`src/rtl/alu_exe_pipe.sv`:
```
// rtl/alu_exe_pipe.sv - execute-stage ALU with registered result/tag writeback; optional MUL via ALU_MUL_EN
module alu_exe_pipe #(
    parameter int DATA_W = 32,
    parameter int ADDR_W = 32,
    parameter int TAG_W  = 6,
    parameter int OP_W   = 5
) (
    input  logic              clk_i,
    input  logic              reset_i,
    input  logic              issue_i,
    input  logic [DATA_W-1:0] op_1_i,
    input  logic [DATA_W-1:0] op_2_i,
    input  logic [ADDR_W-1:0] pc_i,
    input  logic [DATA_W-1:0] imm_i,
    input  logic [TAG_W-1:0]  rrf_tag_i,
    input  logic              dst_val_i,
    input  logic [OP_W-1:0]   alu_op_i,
    input  logic              kill_i,
    output logic              busy_o,
    output logic [DATA_W-1:0] result_o,
    output logic [TAG_W-1:0]  result_dst_o,
    output logic              result_dst_val_o,
    output logic [ADDR_W-1:0] result_pc_o,
    output logic              result_valid_o
);

    localparam logic [3:0] FN_ADD  = 4'd0;
    localparam logic [3:0] FN_SUB  = 4'd1;
    localparam logic [3:0] FN_SLL  = 4'd2;
    localparam logic [3:0] FN_SLT  = 4'd3;
    localparam logic [3:0] FN_SLTU = 4'd4;
    localparam logic [3:0] FN_XOR  = 4'd5;
    localparam logic [3:0] FN_SRL  = 4'd6;
    localparam logic [3:0] FN_SRA  = 4'd7;
    localparam logic [3:0] FN_OR   = 4'd8;
    localparam logic [3:0] FN_AND  = 4'd9;

    logic [3:0]        fn;
    logic [DATA_W-1:0] b_val;
    logic [4:0]        shamt;
    logic [DATA_W-1:0] alu_res;

    logic [DATA_W-1:0] result_q, result_d;
    logic [TAG_W-1:0]  dst_q, dst_d;
    logic              dst_val_q, dst_val_d;
    logic [ADDR_W-1:0] pc_q, pc_d;
    logic              valid_q, valid_d;

`ifdef ALU_MUL_EN
    localparam logic [3:0] FN_MUL  = 4'd10;
    localparam logic [0:0] ST_IDLE = 1'b0;
    localparam logic [0:0] ST_MUL  = 1'b1;

    logic [0:0]        state_q, state_d;
    logic [1:0]        cnt_q, cnt_d;
    logic [DATA_W-1:0] mul_a_q, mul_a_d;
    logic [DATA_W-1:0] mul_b_q, mul_b_d;
    logic [TAG_W-1:0]  mul_tag_q, mul_tag_d;
    logic [ADDR_W-1:0] mul_pc_q, mul_pc_d;
    logic              mul_dv_q, mul_dv_d;
    logic [DATA_W-1:0] mul_prod;

    assign mul_prod = mul_a_q * mul_b_q;
    assign busy_o   = (state_q == ST_MUL);
`else
    assign busy_o   = 1'b0;
`endif

    // Single-cycle ALU datapath on the issued operands
    always_comb begin
        fn      = alu_op_i[3:0];
        b_val   = alu_op_i[4] ? imm_i : op_2_i;
        shamt   = b_val[4:0];
        alu_res = '0;
        case (fn)
            FN_ADD:  alu_res = op_1_i + b_val;
            FN_SUB:  alu_res = op_1_i - b_val;
            FN_SLL:  alu_res = op_1_i << shamt;
            FN_SLT:  alu_res = {{(DATA_W-1){1'b0}}, ($signed(op_1_i) < $signed(b_val))};
            FN_SLTU: alu_res = {{(DATA_W-1){1'b0}}, (op_1_i < b_val)};
            FN_XOR:  alu_res = op_1_i ^ b_val;
            FN_SRL:  alu_res = op_1_i >> shamt;
            FN_SRA:  alu_res = $signed(op_1_i) >>> shamt;
            FN_OR:   alu_res = op_1_i | b_val;
            FN_AND:  alu_res = op_1_i & b_val;
            default: alu_res = '0;
        endcase
    end

    // Next-state: kill wins, then MUL sequencing, then new issue capture
    always_comb begin
        result_d  = result_q;
        dst_d     = dst_q;
        dst_val_d = dst_val_q;
        pc_d      = pc_q;
        valid_d   = 1'b0;
`ifdef ALU_MUL_EN
        state_d   = state_q;
        cnt_d     = cnt_q;
        mul_a_d   = mul_a_q;
        mul_b_d   = mul_b_q;
        mul_tag_d = mul_tag_q;
        mul_pc_d  = mul_pc_q;
        mul_dv_d  = mul_dv_q;
        if (kill_i) begin
            state_d = ST_IDLE;
            cnt_d   = '0;
        end else if (state_q == ST_MUL) begin
            cnt_d = cnt_q - 2'd1;
            if (cnt_q == 2'd1) begin
                result_d  = mul_prod;
                dst_d     = mul_tag_q;
                dst_val_d = mul_dv_q;
                pc_d      = mul_pc_q;
                valid_d   = 1'b1;
                state_d   = ST_IDLE;
                cnt_d     = '0;
            end
        end else if (issue_i) begin
            if (fn == FN_MUL) begin
                mul_a_d   = op_1_i;
                mul_b_d   = b_val;
                mul_tag_d = rrf_tag_i;
                mul_pc_d  = pc_i;
                mul_dv_d  = dst_val_i;
                cnt_d     = 2'd2;
                state_d   = ST_MUL;
            end else begin
                result_d  = alu_res;
                dst_d     = rrf_tag_i;
                dst_val_d = dst_val_i;
                pc_d      = pc_i;
                valid_d   = 1'b1;
            end
        end
`else
        if (!kill_i && issue_i) begin
            result_d  = alu_res;
            dst_d     = rrf_tag_i;
            dst_val_d = dst_val_i;
            pc_d      = pc_i;
            valid_d   = 1'b1;
        end
`endif
    end

    // Output and sequencing registers, cleared by asynchronous reset
    always_ff @(posedge clk_i or negedge reset_i) begin
        if (!reset_i) begin
            result_q  <= '0;
            dst_q     <= '0;
            dst_val_q <= 1'b0;
            pc_q      <= '0;
            valid_q   <= 1'b0;
`ifdef ALU_MUL_EN
            state_q   <= ST_IDLE;
            cnt_q     <= '0;
            mul_a_q   <= '0;
            mul_b_q   <= '0;
            mul_tag_q <= '0;
            mul_pc_q  <= '0;
            mul_dv_q  <= 1'b0;
`endif
        end else begin
            result_q  <= result_d;
            dst_q     <= dst_d;
            dst_val_q <= dst_val_d;
            pc_q      <= pc_d;
            valid_q   <= valid_d;
`ifdef ALU_MUL_EN
            state_q   <= state_d;
            cnt_q     <= cnt_d;
            mul_a_q   <= mul_a_d;
            mul_b_q   <= mul_b_d;
            mul_tag_q <= mul_tag_d;
            mul_pc_q  <= mul_pc_d;
            mul_dv_q  <= mul_dv_d;
`endif
        end
    end

    assign result_o         = result_q;
    assign result_dst_o     = dst_q;
    assign result_dst_val_o = dst_val_q;
    assign result_pc_o      = pc_q;
    assign result_valid_o   = valid_q;

endmodule

```
`config.mk`:
```
export PLATFORM = sky130hd
export DESIGN_NAME = alu_exe_pipe
export DESIGN_NICKNAME = d
export VERILOG_FILES = /design/src/rtl/alu_exe_pipe.sv
export SDC_FILE = /design/constraint.sdc
export NUM_CORES = 1
export LEC_CHECK = 0
export CORE_MARGIN = 5
export CORE_UTILIZATION = 30
export DETAILED_ROUTE_END_ITERATION = 12
export PLACE_DENSITY = 0.63
export REMOVE_ABC_BUFFERS = 1
export SLEW_MARGIN = 20
export SYNTH_ARGS = -nofsm -noshare
export SYNTH_HDL_FRONTEND = slang
export SYNTH_SLANG_ARGS = --single-unit
```
`constraint.sdc`:
```
create_clock -name clk_i -period 1.2 [get_ports clk_i]
set_clock_uncertainty 0.1 [all_clocks]
set_input_delay 0.18 -clock clk_i [delete_from_list [all_inputs] [get_ports clk_i]]
set_output_delay 0.18 -clock clk_i [all_outputs]
set_load 0.05 [all_outputs]
```
==> qor_table.md, run 1 <==
| Quantity | Reported |
|---|---|
| Result of the run | finished with violations |
| Violations in the final reports | negative setup slack |
| Sequential-to-total area share from yosys stat | 15.0% |
| Sum of routed wire segments on met1 | 28.5 mm |
| Area share of the largest cell type after synthesis | 15.0% |
| Post-synthesis register bit count | 72 |
| CP required | 1.37 ns |
| Worst IR Drop VDD | 0.570 mV |
| Worst min-delay path category | input port to flop |
| Yosys warns | 0 |
| Worst-path cell chain | buf_12, buf_12, buf_12, mux2i_4, ha_4, a21o_1, a21oi_4, a21oi_4, o211ai_2, o21ai_2, a311o_1, a311o_1, a221o_1, a221o_1 |
| Startpoint of the most critical register-to-register path | result_o[24] |
| Transition time at the pin with the least slew margin | 0.711 ns |
| Average size of a mapped cell | 7.43 um2 |
| Crit path time final | 3.18 ns |
| I/O pin total | 217 |
| Max-slew violation count | 0 |
| Met3 layer wire length in the routed design | 7.86 mm |
| Library cell occupying the most area in the post-synthesis netlist | sky130_fd_sc_hd__dfrtp_1 |
| Via total after detailed routing | 17.0k |
| Sum of overflow across all layers after global routing | 0 |
| Syn-to-layout area delta | 86.6% |
| Placed standard-cell area | 19400 um2 |
| Worst Path Class, Setup | input port to flop |
| Destination of the worst hold path | result_pc_o[31] |
| I/O Buffers | 215 |
| Final-layout worst hold slack | 0.238 ns |
| Register clock-pin slew on the reported worst setup and hold paths | 0.08 ns |
| Drt wl/cell | 24.3 um |
| CTS sink count | 72 |
| Num CTS Buffers | 9 |
| Hold Path Depth | 3 |
| Met2 routed wirelength | 31.0 mm |
| Buffer levels on the longest clock path | 2 |
| Via count of the first global-routing pass | 16.4k |
| Post-detailed-placement half-perimeter wirelength | 54.4 mm |
| GPL Wtd Cong | 1.02 |
| Launching element type of the critical path | input port |
| Antenna-violating nets left | 0 |
| Most frequent cell after synthesis | sky130_fd_sc_hd__nand2_1 |
| Power per Cell Area | 883 nW/um2 |
| Total DRC errors in the routed layout | 0 |
| Vertical extent of the die | 210 um |
| Levels on crit path | 14 |
| Placement Rows | 73 |
| Antenna violations before repair | 0 |
| Final Total Pwr | 19.8 mW |
| Library cell used as clock root buffer | sky130_fd_sc_hd__clkbuf_16 |
| End of the worst register-to-register path | result_o[24] |
| Synthesized netlist cell count | 1620 |
| Starting utilization of the core area | 30.3% |
| Final-report hold violation count | 0 |
| # nets final | 2649 |
| Detailed Route WL | 71.4 mm |
| Share of the cycle needed by the critical path after routing | 265% |
| Highest metal layer with signal wires | met4 |
| Family of cells with the greatest summed delay on the critical path | compound AO/OA/AOI/OAI gates |
| Final core utilization | 56.5% |
| Cell variety after synth | 87 |
| Count of inserted antenna diode cells | 0 |
| Fraction of layout instances using a drive strength above 1 | 41.7% |
| Worst reg-to-reg setup slack | -0.55 ns |
| H-tree Lvls | 3 |
| EDFF count, synth | 0 |
| Kind of capture point of the worst setup path | flop |
| Pre-CTS WS | -2.79 ns |
| Unrepaired setup endpoints after global routing | true |
| Die W | 210 um |
| Pre-Repair DR Iteration Count | 5 |
| Full die area | 44200 um2 |
| Slowest stage cell on the critical path | sky130_fd_sc_hd__a311o_1 |
| Worst-case setup margin in the final layout | -1.98 ns |
| Cell types with the largest area share after synthesis | sky130_fd_sc_hd__dfrtp_1, sky130_fd_sc_hd__ha_1, sky130_fd_sc_hd__mux2i_1 |
| Pin count of the biggest net entering global routing | 73 |
| Max-slew headroom at the worst pin | 52.6% |
| Final count of negative-setup-slack endpoints | 103 |
| Design Area, Final | 22500 um2 |
| DRT iter0 DRCs | 2128 |
| Most common cell on crit path | sky130_fd_sc_hd__buf_12 |
| Worst-Skew Late Latency | 0.37 ns |
| Largest stage delay on the critical path | 0.41 ns |
| Path depth of the worst reg2reg path | 7 |
| Global Route Usage Sum | 30.1% |
| Standby leakage power | 10.3 nW |
| Std-Cell Core Area | 39700 um2 |
| Worst path buffer plus inverter count | 3 |
| Top cells by instance count after synthesis | sky130_fd_sc_hd__nand2_1, sky130_fd_sc_hd__nor2_1, sky130_fd_sc_hd__a21oi_1 |
| Data arrival, critical path | 3.35 ns |
| Largest fanout on the critical path | 7 |
| Netlist area before placement | 12000 um2 |
| Achievable frequency | 315 MHz |
| Wire length of the first global-routing pass | 102 mm |
| Start point of the worst hold path | pc_i[31] |
| Via-to-Cell Ratio | 5.81 |
| Flip-flop cell with the highest count after synthesis | sky130_fd_sc_hd__dfrtp_1 |
| Async SR Flop Fraction | 100% |
| TritonCTS clock tree | done |
| Number of max-cap violations | 0 |
## layer usage
layer / global-route usage (%) / up-vias
met2: 47.2 / 1141
met5: 0 / -
met4: 12.9 / 0
li1: - / 7534
met3: 6.61 / 252
met1: 40.0 / 8104
## tightest hold or removal path, stage by stage
cell and delay (ns):
sky130_fd_sc_hd__clkdlybuf4s50_1 0.40, sky130_fd_sc_hd__nand2_1 0.06, sky130_fd_sc_hd__nand2_1 0.04
## flip-flops by register name, summed over array words and instances, names as in the netlist
register / flops
result_dst_o: 6
result_dst_val_o: 1
result_o: 32
result_pc_o: 32
result_valid_o: 1
## kinds of logic after synthesis
| logic type | count (synthesis) | synth area share [%] |
|---|---|---|
| compound gates | 510 | 28.6 |
| xor+xnor | 20 | 1.46 |
| fa+ha+maj | 103 | 10.8 |
| buf+inv | 209 | 7.23 |
| flops | 72 | 15.0 |
| mux | 159 | 17.2 |
| other cells | 1 | 0.0312 |
| simple gates | 546 | 19.7 |
## worst max path at each step
stage,startpoint,end
4_1_cts,alu_op_i[4],result_o[28]
6_report,alu_op_i[4],result_o[28]
2_1_floorplan,alu_op_i[4],result_o[28]
3_5_place_dp,imm_i[6],result_o[21]
3_3_place_gp,imm_i[6],result_o[21]
5_1_grt,alu_op_i[4],result_o[21]
## cell usage in the layout (no fill, tap or decap), types with 11 or more instances in the layout
master                            instances
sky130_fd_sc_hd__ha_4                    18
sky130_fd_sc_hd__clkbuf_16               16
sky130_fd_sc_hd__o22ai_1                 19
sky130_fd_sc_hd__a211oi_1                21
sky130_fd_sc_hd__clkdlybuf4s50_1        114
sky130_fd_sc_hd__buf_6                   42
sky130_fd_sc_hd__o211ai_1                22
sky130_fd_sc_hd__o221ai_1                14
sky130_fd_sc_hd__nor3_1                  20
sky130_fd_sc_hd__nand3_1                 26
sky130_fd_sc_hd__nand2_1                274
sky130_fd_sc_hd__buf_12                  94
sky130_fd_sc_hd__nor4_1                  11
sky130_fd_sc_hd__mux2i_1                 87
sky130_fd_sc_hd__a22oi_1                 19
sky130_fd_sc_hd__nor2_1                 114
sky130_fd_sc_hd__o21ai_0                 54
sky130_fd_sc_hd__o21ai_1                 39
sky130_fd_sc_hd__mux2i_4                 18
sky130_fd_sc_hd__inv_1                   81
sky130_fd_sc_hd__a21o_1                  15
sky130_fd_sc_hd__mux2i_2                 16
sky130_fd_sc_hd__xnor2_1                 16
sky130_fd_sc_hd__a21oi_2                 14
sky130_fd_sc_hd__and3_1                  15
sky130_fd_sc_hd__ha_1                    79
sky130_fd_sc_hd__dlygate4sd2_1           25
sky130_fd_sc_hd__mux4_2                  35
sky130_fd_sc_hd__buf_4                  590
sky130_fd_sc_hd__a221o_1                 12
sky130_fd_sc_hd__a31oi_1                 22
sky130_fd_sc_hd__a21oi_1                102
sky130_fd_sc_hd__dfrtp_1                 71
## stage by stage
stage                     setup TNS, ns  instances
after floorplan                 -222.32       1505
after global placement           -97.67       2814
after detailed placement        -100.58       2814
after CTS                        -57.17       2886
after global routing             -60.05       2931
final                            -55.87       2931
## power breakdown
group          switching [mW]  internal [mW]  total [mW]
clock network            1.32           1.80        3.13
registers               0.339           2.74        3.08
logic                    6.95           6.67        13.6
## final cells by class
| cell class | count | area [um2] |
|---|---|---|
| Tap cell | 525 | 657 |
| Clock buffer | 9 | 225 |
| Inverter | 94 | 359 |
| Sequential cell | 72 | 1800 |
| Multi-Input combinational cell | 1339 | 10700 |
| Fill cell | 3577 | 17300 |
| Clock inverter | 6 | 85.1 |
| Timing Repair Buffer | 886 | 8610 |
## repair_timing
| action | 4_1_cts | 5_1_grt |
|---|---|---|
| endpoints found under the setup margin | 144 | 122 |
| endpoints found under the hold margin | 72 | 0 |
| pin swaps | 67 | 74 |
| gates cloned | 4 | 7 |
| gates resized for setup | 260 | 147 |
| setup buffers | 56 | 46 |
| hold buffers | 1 | 0 |
(Power assumes the default switching activity.)
==> run 2, diff against run 1 <==
--- a/config.mk
+++ b/config.mk
@@ -5,7 +5,7 @@
 export SDC_FILE = /design/constraint.sdc
 export NUM_CORES = 1
 export LEC_CHECK = 0
-export CORE_MARGIN = 5
+export CORE_MARGIN = 8
 export CORE_UTILIZATION = 30
 export DETAILED_ROUTE_END_ITERATION = 12
 export PLACE_DENSITY = 0.63
==> qor_table.md, run 2 (same netlist as run 1, synthesis figures left out) <==
| Quantity | Reported | vs previous |
|---|---|---|
| Drt wl/cell | 24.4 um | +0.11% |
| Largest stage delay on the critical path | 0.39 ns | -0.02 ns |
| Register share of total power | 15.5% | about the same |
| Logic pwr share | 68.6% | about the same |
| Worst path buffer plus inverter count | 3 | unchanged |
| I/O Buffers | 215 | unchanged |
| Startpoint of the most critical register-to-register path | result_o[24] |  |
| Full die area | 46800 um2 | +5.8% |
| Worst IR Drop VDD | 0.637 mV | +12% |
| Non-Filler Instances | 2934 | +0.10% |
| H-tree Lvls | 3 | unchanged |
| Family of cells with the greatest summed delay on the critical path | compound AO/OA/AOI/OAI gates |  |
| Global Route Usage Sum | 28.7% | -1.3 points |
| Via-to-Cell Ratio | 5.78 | -0.61% |
| Worst-Skew Late Latency | 0.36 ns | about the same |
| Final count of negative-setup-slack endpoints | 101 | -1.9% |
| Pin count of the biggest net entering global routing | 73 | unchanged |
| Buffer levels on the longest clock path | 2 | unchanged |
| Share of the cycle needed by the critical path after routing | 258% | -6.7 points |
| Wire length of the first global-routing pass | 104 mm | +1.6% |
| Data arrival, critical path | 3.25 ns | -0.10 ns |
| Std-Cell Core Area | 39600 um2 | -0.23% |
| CP required | 1.35 ns | -0.02 ns |
| Worst Path Class, Setup | input port to flop |  |
| Placed cells | 2829 | +0.53% |
| Sum of routed wire segments on met1 | 28.5 mm | about the same |
| Launching element type of the critical path | input port |  |
| Levels on crit path | 14 | unchanged |
| Antenna-violating nets left | 0 | unchanged |
| I/O pin total | 217 | unchanged |
| Via count of the first global-routing pass | 16.7k | +1.5% |
| Library cell used as clock root buffer | sky130_fd_sc_hd__clkbuf_16 |  |
| Vertical extent of the die | 216 um | +2.9% |
| Starting utilization of the core area | 30.4% | +0.070 points |
| Power per Cell Area | 878 nW/um2 | -0.57% |
| Relative contribution of the clock network to total power | 15.9% | about the same |
| Switch Pwr | 8.59 mW | -0.25% |
| Pre-Repair DR Iteration Count | 6 | +1 |
| Crit path time final | 3.10 ns | -0.0807 ns |
| Via total after detailed routing | 16.9k | -0.50% |
| Leading cell type in the layout, fill and taps excluded | sky130_fd_sc_hd__buf_4 |  |
| Met2 routed wirelength | 31.7 mm | +2.3% |
| Result of the run | finished with violations |  |
| Final-layout worst hold slack | 0.241 ns | +0.00275 ns |
| Path depth of the worst reg2reg path | 7 | unchanged |
| Largest fanout on the critical path | 7 | unchanged |
| Worst-path cell chain | buf_8, buf_12, mux2i_4, buf_6, fa_2, nor2b_4, o2111ai_4, a21oi_4, o211ai_2, o21ai_2, a311o_1, a311o_1, a221o_1, a221o_1 |  |
| GPL Wtd Cong | 1.03 | +0.28% |
| # nets final | 2651 | +0.076% |
| Final-report hold violation count | 0 | unchanged |
| Critical Path Source | alu_op_i[4] |  |
| Transition time at the pin with the least slew margin | 0.645 ns | -0.0660 ns |
| Switching part of the total power | 43.3% | -0.12 points |
| Violations in the final reports | negative setup slack |  |
| Kind of capture point of the worst setup path | flop |  |
| Achievable frequency | 323 MHz | +2.6% |
| Cell internal pwr | 11.2 mW | +0.25% |
| Syn-to-layout area delta | 87.7% |  |
| Total DRC errors in the routed layout | 0 | unchanged |
| Antenna violations before repair | 0 | unchanged |
| Detailed Route WL | 71.5 mm | +0.21% |
| Most used cells in the layout excluding fill and tap cells | sky130_fd_sc_hd__buf_4, sky130_fd_sc_hd__nand2_1, sky130_fd_sc_hd__clkdlybuf4s50_1 |  |
| DRT iter0 DRCs | 1995 | -6.3% |
| Worst-case setup margin in the final layout | -1.90 ns | +0.0807 ns |
| Num CTS Buffers | 9 | unchanged |
| Die W | 216 um | +2.9% |
| CTS sink count | 72 | unchanged |
| Worst min-delay path category | input port to flop |  |
| Unrepaired setup endpoints after global routing | true |  |
| Count of inserted antenna diode cells | 0 | unchanged |
| Placement Rows | 73 | unchanged |
| Hold Path Depth | 3 | unchanged |
| Met3 layer wire length in the routed design | 7.59 mm | -3.5% |
| Post-detailed-placement half-perimeter wirelength | 55.6 mm | +2.2% |
| Final core utilization | 57.0% | +0.47 points |
| Max-slew violation count | 0 | unchanged |
| Fraction of layout instances using a drive strength above 1 | 42.4% | +0.70 points |
| Max-slew headroom at the worst pin | 56.7% | +4.1 points |
| Start point of the worst hold path | pc_i[14] |  |
| Standby leakage power | 10.4 nW | +0.80% |
| Sum of overflow across all layers after global routing | 0 | unchanged |
| Register clock-pin slew on the reported worst setup and hold paths | 0.07 ns | about the same |
| TritonCTS clock tree | done |  |
| Slowest stage cell on the critical path | sky130_fd_sc_hd__mux2i_4 |  |
| Highest metal layer with signal wires | met4 |  |
| Number of max-cap violations | 0 | unchanged |
[run 2: cell count changes in the layout (fill, tap and decap cells not counted), moves of 5 or more]
| cell | previous run | this run |
|---|---|---|
| sky130_fd_sc_hd__mux2i_1 | 87 | 94 |
| sky130_fd_sc_hd__clkdlybuf4s50_1 | 114 | 120 |
| sky130_fd_sc_hd__buf_4 | 590 | 585 |
| sky130_fd_sc_hd__o21ai_2 | 6 | 11 |
| sky130_fd_sc_hd__nand2_1 | 274 | 269 |
| sky130_fd_sc_hd__nand2_2 | 2 | 7 |
| sky130_fd_sc_hd__o21ai_1 | 39 | 31 |
| sky130_fd_sc_hd__dlygate4sd2_1 | 25 | 18 |
| sky130_fd_sc_hd__buf_12 | 94 | 99 |
[run 2: tightest hold or removal path, delay by kind of cell]
family	cells	cell delay [ns]
AND/OR/NAND/NOR	2	0.09
buffers and inverters	1	0.40
[run 2: final timing paths]
check	end	slack (ns)
max in group asynchronous	result_o[15]	0.37
hold / removal	result_pc_o[14]	0.24
hold reg to reg	result_pc_o[14]	0.43
setup reg to reg	result_o[24]	-0.58
setup / recovery	result_o[28]	-1.90
min in group asynchronous	result_pc_o[0]	0.28
[run 2: layout make-up]
cell class,count,area [um2]
Fill cell,3528,17100
Sequential cell,72,1800
Multi-Input combinational cell,1339,10800
Clock inverter,7,101
Inverter,94,357
Tap cell,525,657
Clock buffer,9,225
Timing Repair Buffer,888,8670
[run 2: layer usage]
layer | track usage, % | vias up
li1 | - | 7549
met4 | 13.2 | 0
met5 | 0 | -
met1 | 36.6 | 8067
met2 | 45.4 | 1112
met3 | 7.02 | 217
[run 2: power by group through the flow]
stage	sequential (mW)	clock [mW]	combinational [mW]
4_1_cts	3.07	3.23	12.6
3_5_place_dp	3.12	0	11.5
6_report	3.07	3.15	13.6
5_1_grt	3.10	3.30	14.2
2_1_floorplan	4.03	0	4.07
3_3_place_gp	3.11	0	11.4
[run 2: metrics by stage]
| stage | setup TNS (ns) | setup slack, ns | total power [mW] | instance area, um2 |
|---|---|---|---|---|
| final | -55.19 | -1.90 | 19.8 | 22600 |
| after global routing | -59.79 | -1.99 | 20.6 | 22600 |
| after CTS | -55.56 | -1.89 | 18.9 | 21500 |
| after detailed placement | -95.66 | -2.66 | 14.6 | 19600 |
| after global placement | -94.24 | -2.61 | 14.5 | 19600 |
| after floorplan | -222.32 | -4.97 | 8.10 | 11500 |
[run 2: timing repair]
| action | CTS | global route |
|---|---|---|
| gates cloned | 5 | 3 |
| hold buffers | 1 | 0 |
| endpoints found under the hold margin | 72 | 0 |
| setup endpoints to repair | 144 | 136 |
| gates resized for setup | 254 | 148 |
| pin swaps | 67 | 66 |
| buffers inserted | 39 | 52 |
==> run 3, diff against run 2 <==
--- a/config.mk
+++ b/config.mk
@@ -8,6 +8,7 @@
 export CORE_MARGIN = 8
 export CORE_UTILIZATION = 30
 export DETAILED_ROUTE_END_ITERATION = 12
+export MAX_ROUTING_LAYER = met4
 export PLACE_DENSITY = 0.63
 export REMOVE_ABC_BUFFERS = 1
 export SLEW_MARGIN = 20
==> qor_table.md, run 3 (same netlist as run 1, synthesis figures left out) <==
| Quantity | Reported | vs previous |
|---|---|---|
| Worst reg-to-reg setup slack | -0.65 ns | -0.07 ns |
| Standby leakage power | 10.6 nW | +2.4% |
| Most common cell on crit path | sky130_fd_sc_hd__buf_4 |  |
| Levels on crit path | 13 | -1 |
| Worst min-delay path category | input port to async pin |  |
| Launching element type of the critical path | input port |  |
| Full die area | 46800 um2 | unchanged |
| Logic pwr share | 70.5% | +1.9 points |
| Via-to-Cell Ratio | 5.84 | +1.2% |
| Total of fill cells in the finished design | 3514 | -0.40% |
| Final count of negative-setup-slack endpoints | 103 | +2.0% |
| Max-slew headroom at the worst pin | 53.1% | -3.6 points |
| Worst IR Drop VDD | 0.811 mV | +27% |
| Count of inserted antenna diode cells | 0 | unchanged |
| Sequential cell area | 1800 um2 | +0.14% |
| Antenna violations before repair | 0 | unchanged |
| Family of cells with the greatest summed delay on the critical path | buffers and inverters |  |
| Result of the run | finished with violations |  |
| GPL Wtd Cong | 1.04 | +0.86% |
| H-tree Lvls | 3 | unchanged |
| Starting utilization of the core area | 30.4% | unchanged |
| Final Total Pwr | 20.0 mW | +0.98% |
| Largest stage delay on the critical path | 0.51 ns | +0.12 ns |
| Crit path time final | 3.12 ns | +0.0229 ns |
| Unrepaired setup endpoints after global routing | true |  |
| Switch Pwr | 8.88 mW | +3.4% |
| Violations in the final reports | negative setup slack |  |
| Relative contribution of the clock network to total power | 14.0% | -1.9 points |
| Largest fanout on the critical path | 7 | unchanged |
| Final-report hold violation count | 0 | unchanged |
| # nets final | 2669 | +0.68% |
| Max-slew violation count | 0 | unchanged |
| I/O Buffers | 215 | unchanged |
| Share of the cycle needed by the critical path after routing | 260% | +1.9 points |
| Number of max-cap violations | 0 | unchanged |
| Fraction of layout instances using a drive strength above 1 | 43.7% | +1.3 points |
| Pre-Repair DR Iteration Count | 6 | unchanged |
| Num CTS Buffers | 9 | unchanged |
| Worst-Skew Late Latency | 0.36 ns | about the same |
| Std-Cell Core Area | 39600 um2 | unchanged |
| Global Route Usage Sum | 31.5% | +2.8 points |
| Via total after detailed routing | 17.2k | +1.8% |
| TritonCTS clock tree | done |  |
| Worst Path Class, Setup | input port to flop |  |
| Buffer levels on the longest clock path | 2 | unchanged |
| Pin count of the biggest net entering global routing | 56 | -23% |
| Switching part of the total power | 44.4% | +1.0 points |
| Worst-case setup margin in the final layout | -1.92 ns | -0.0229 ns |
| Antenna-violating nets left | 0 | unchanged |
| Detailed Route WL | 75.8 mm | +6.0% |
| Vertical extent of the die | 216 um | unchanged |
| Library cell used as clock root buffer | sky130_fd_sc_hd__clkbuf_16 |  |
| Kind of capture point of the worst setup path | flop |  |
| Data arrival, critical path | 3.27 ns | +0.02 ns |
| CP required | 1.35 ns | about the same |
| Placement Rows | 73 | unchanged |
| Syn-to-layout area delta | 91.7% |  |
| CTS sink count | 72 | unchanged |
| Register share of total power | 15.5% | about the same |
| Path depth of the worst reg2reg path | 7 | unchanged |
| Via count of the first global-routing pass | 16.9k | +1.7% |
| Worst path buffer plus inverter count | 4 | +1 |
| Worst-path cell chain | clkdlybuf4s50_1, mux2i_1, buf_4, ha_1, buf_4, nor4_1, buf_4, nand2_1, nor4_1, a221oi_4, a221o_1, o21ai_1, a31oi_1 |  |
| Register clock-pin slew on the reported worst setup and hold paths | 0.08 ns | about the same |
| Die W | 216 um | unchanged |
| Multi-input logic area | 10900 um2 | +0.77% |
| Wire length of the first global-routing pass | 110 mm | +5.5% |
| Most used cells in the layout excluding fill and tap cells | sky130_fd_sc_hd__buf_4, sky130_fd_sc_hd__nand2_1, sky130_fd_sc_hd__clkdlybuf4s50_1 |  |
| Drt wl/cell | 25.7 um | +5.3% |
| DRT iter0 DRCs | 1981 | -0.70% |
| Power per Cell Area | 868 nW/um2 | -1.1% |
| Transition time at the pin with the least slew margin | 0.699 ns | +0.0533 ns |
| Sum of overflow across all layers after global routing | 0 | unchanged |
| Slowest stage cell on the critical path | sky130_fd_sc_hd__nor4_1 |  |
| Cell internal pwr | 11.1 mW | -0.88% |
| Total DRC errors in the routed layout | 0 | unchanged |
| Achievable frequency | 321 MHz | -0.74% |
| Final core utilization | 58.2% | +1.2 points |
| I/O pin total | 217 | unchanged |
| Post-detailed-placement half-perimeter wirelength | 56.2 mm | +1.1% |
| Leading cell type in the layout, fill and taps excluded | sky130_fd_sc_hd__buf_4 |  |
[run 3: cell count changes in the layout (fill, tap and decap cells not counted), sizes merged]
cell	before	now
dlymetal6s2s	3	6
dlygate4sd2	18	16
inv	94	96
bufinv	2	0
clkdlybuf4s50	120	117
clkbuf	12	10
bufbuf	4	10
buf	739	755
[run 3: through the flow]
stage	cell area (um2)	cells	setup WS, ns	TNS (ns)	hold slack (ns)
finish	23100	2952	-1.92	-57.21	0.0779
global route	23100	2952	-2.03	-61.60	0.0955
CTS	22100	2917	-1.86	-55.43	0.0684
detailed placement	19600	2824	-2.69	-96.97	-0.0849
global placement	19600	2824	-2.70	-95.42	-0.0868
floorplan	11500	1505	-4.97	-222.32	-0.216
[run 3: metal layers]
metal	GRT usage [%]	vias to the layer above	wire [um]
li1	-	7589	-
met1	40.3	8291	30700
met2	47.3	1131	33300
met3	6.66	238	7590
met4	14.5	0	4200
met5	-	-	0
[run 3: cell type report]
| type | instances | share of cell area, % |
|---|---|---|
| repair buffers | 906 | 39.4 |
| clock buffers | 9 | 0.977 |
| inverters | 94 | 1.55 |
| multi-input cells | 1339 | 47.1 |
| well taps | 525 | 2.85 |
| clock inverters | 7 | 0.266 |
| flip-flops and latches | 72 | 7.82 |
[run 3: worst paths after layout]
check	from	endpoint
setup / recovery	imm_i[22]	result_o[29]
hold / removal	reset_i	result_pc_o[7]
setup reg to reg	result_o[24]	result_o[24]
hold reg to reg	result_pc_o[16]	result_pc_o[16]
max in group asynchronous	reset_i	result_pc_o[13]
min in group clk_i	issue_i	result_pc_o[17]
[run 3: power groups by stage]
stage / registers (mW) / clock network (mW) / logic [mW]
final: 3.10 / 2.81 / 14.1
after global routing: 3.13 / 2.94 / 14.7
after CTS: 3.09 / 2.89 / 13.1
after detailed placement: 3.13 / 0 / 11.5
after global placement: 3.12 / 0 / 11.5
after floorplan: 4.03 / 0 / 4.07
[run 3: worst register-to-register path, cell delays in order (launching register included)]
cell and delay [ns]:
sky130_fd_sc_hd__dfrtp_1 0.41, sky130_fd_sc_hd__a221oi_1 0.32, sky130_fd_sc_hd__buf_4 0.19, sky130_fd_sc_hd__o211ai_1 0.12, sky130_fd_sc_hd__a31oi_1 0.16, sky130_fd_sc_hd__o21ai_1 0.15
sky130_fd_sc_hd__a21oi_2 0.21, sky130_fd_sc_hd__a21oi_2 0.09
[run 3: repair_timing]
item                       CTS  global route
cloned                      13             1
hold buffers                 1             0
setup buffers               68            35
pin swaps                   92            67
setup endpoints to repair  142           123
gates resized for setup    292           138
hold endpoints to repair    72             0
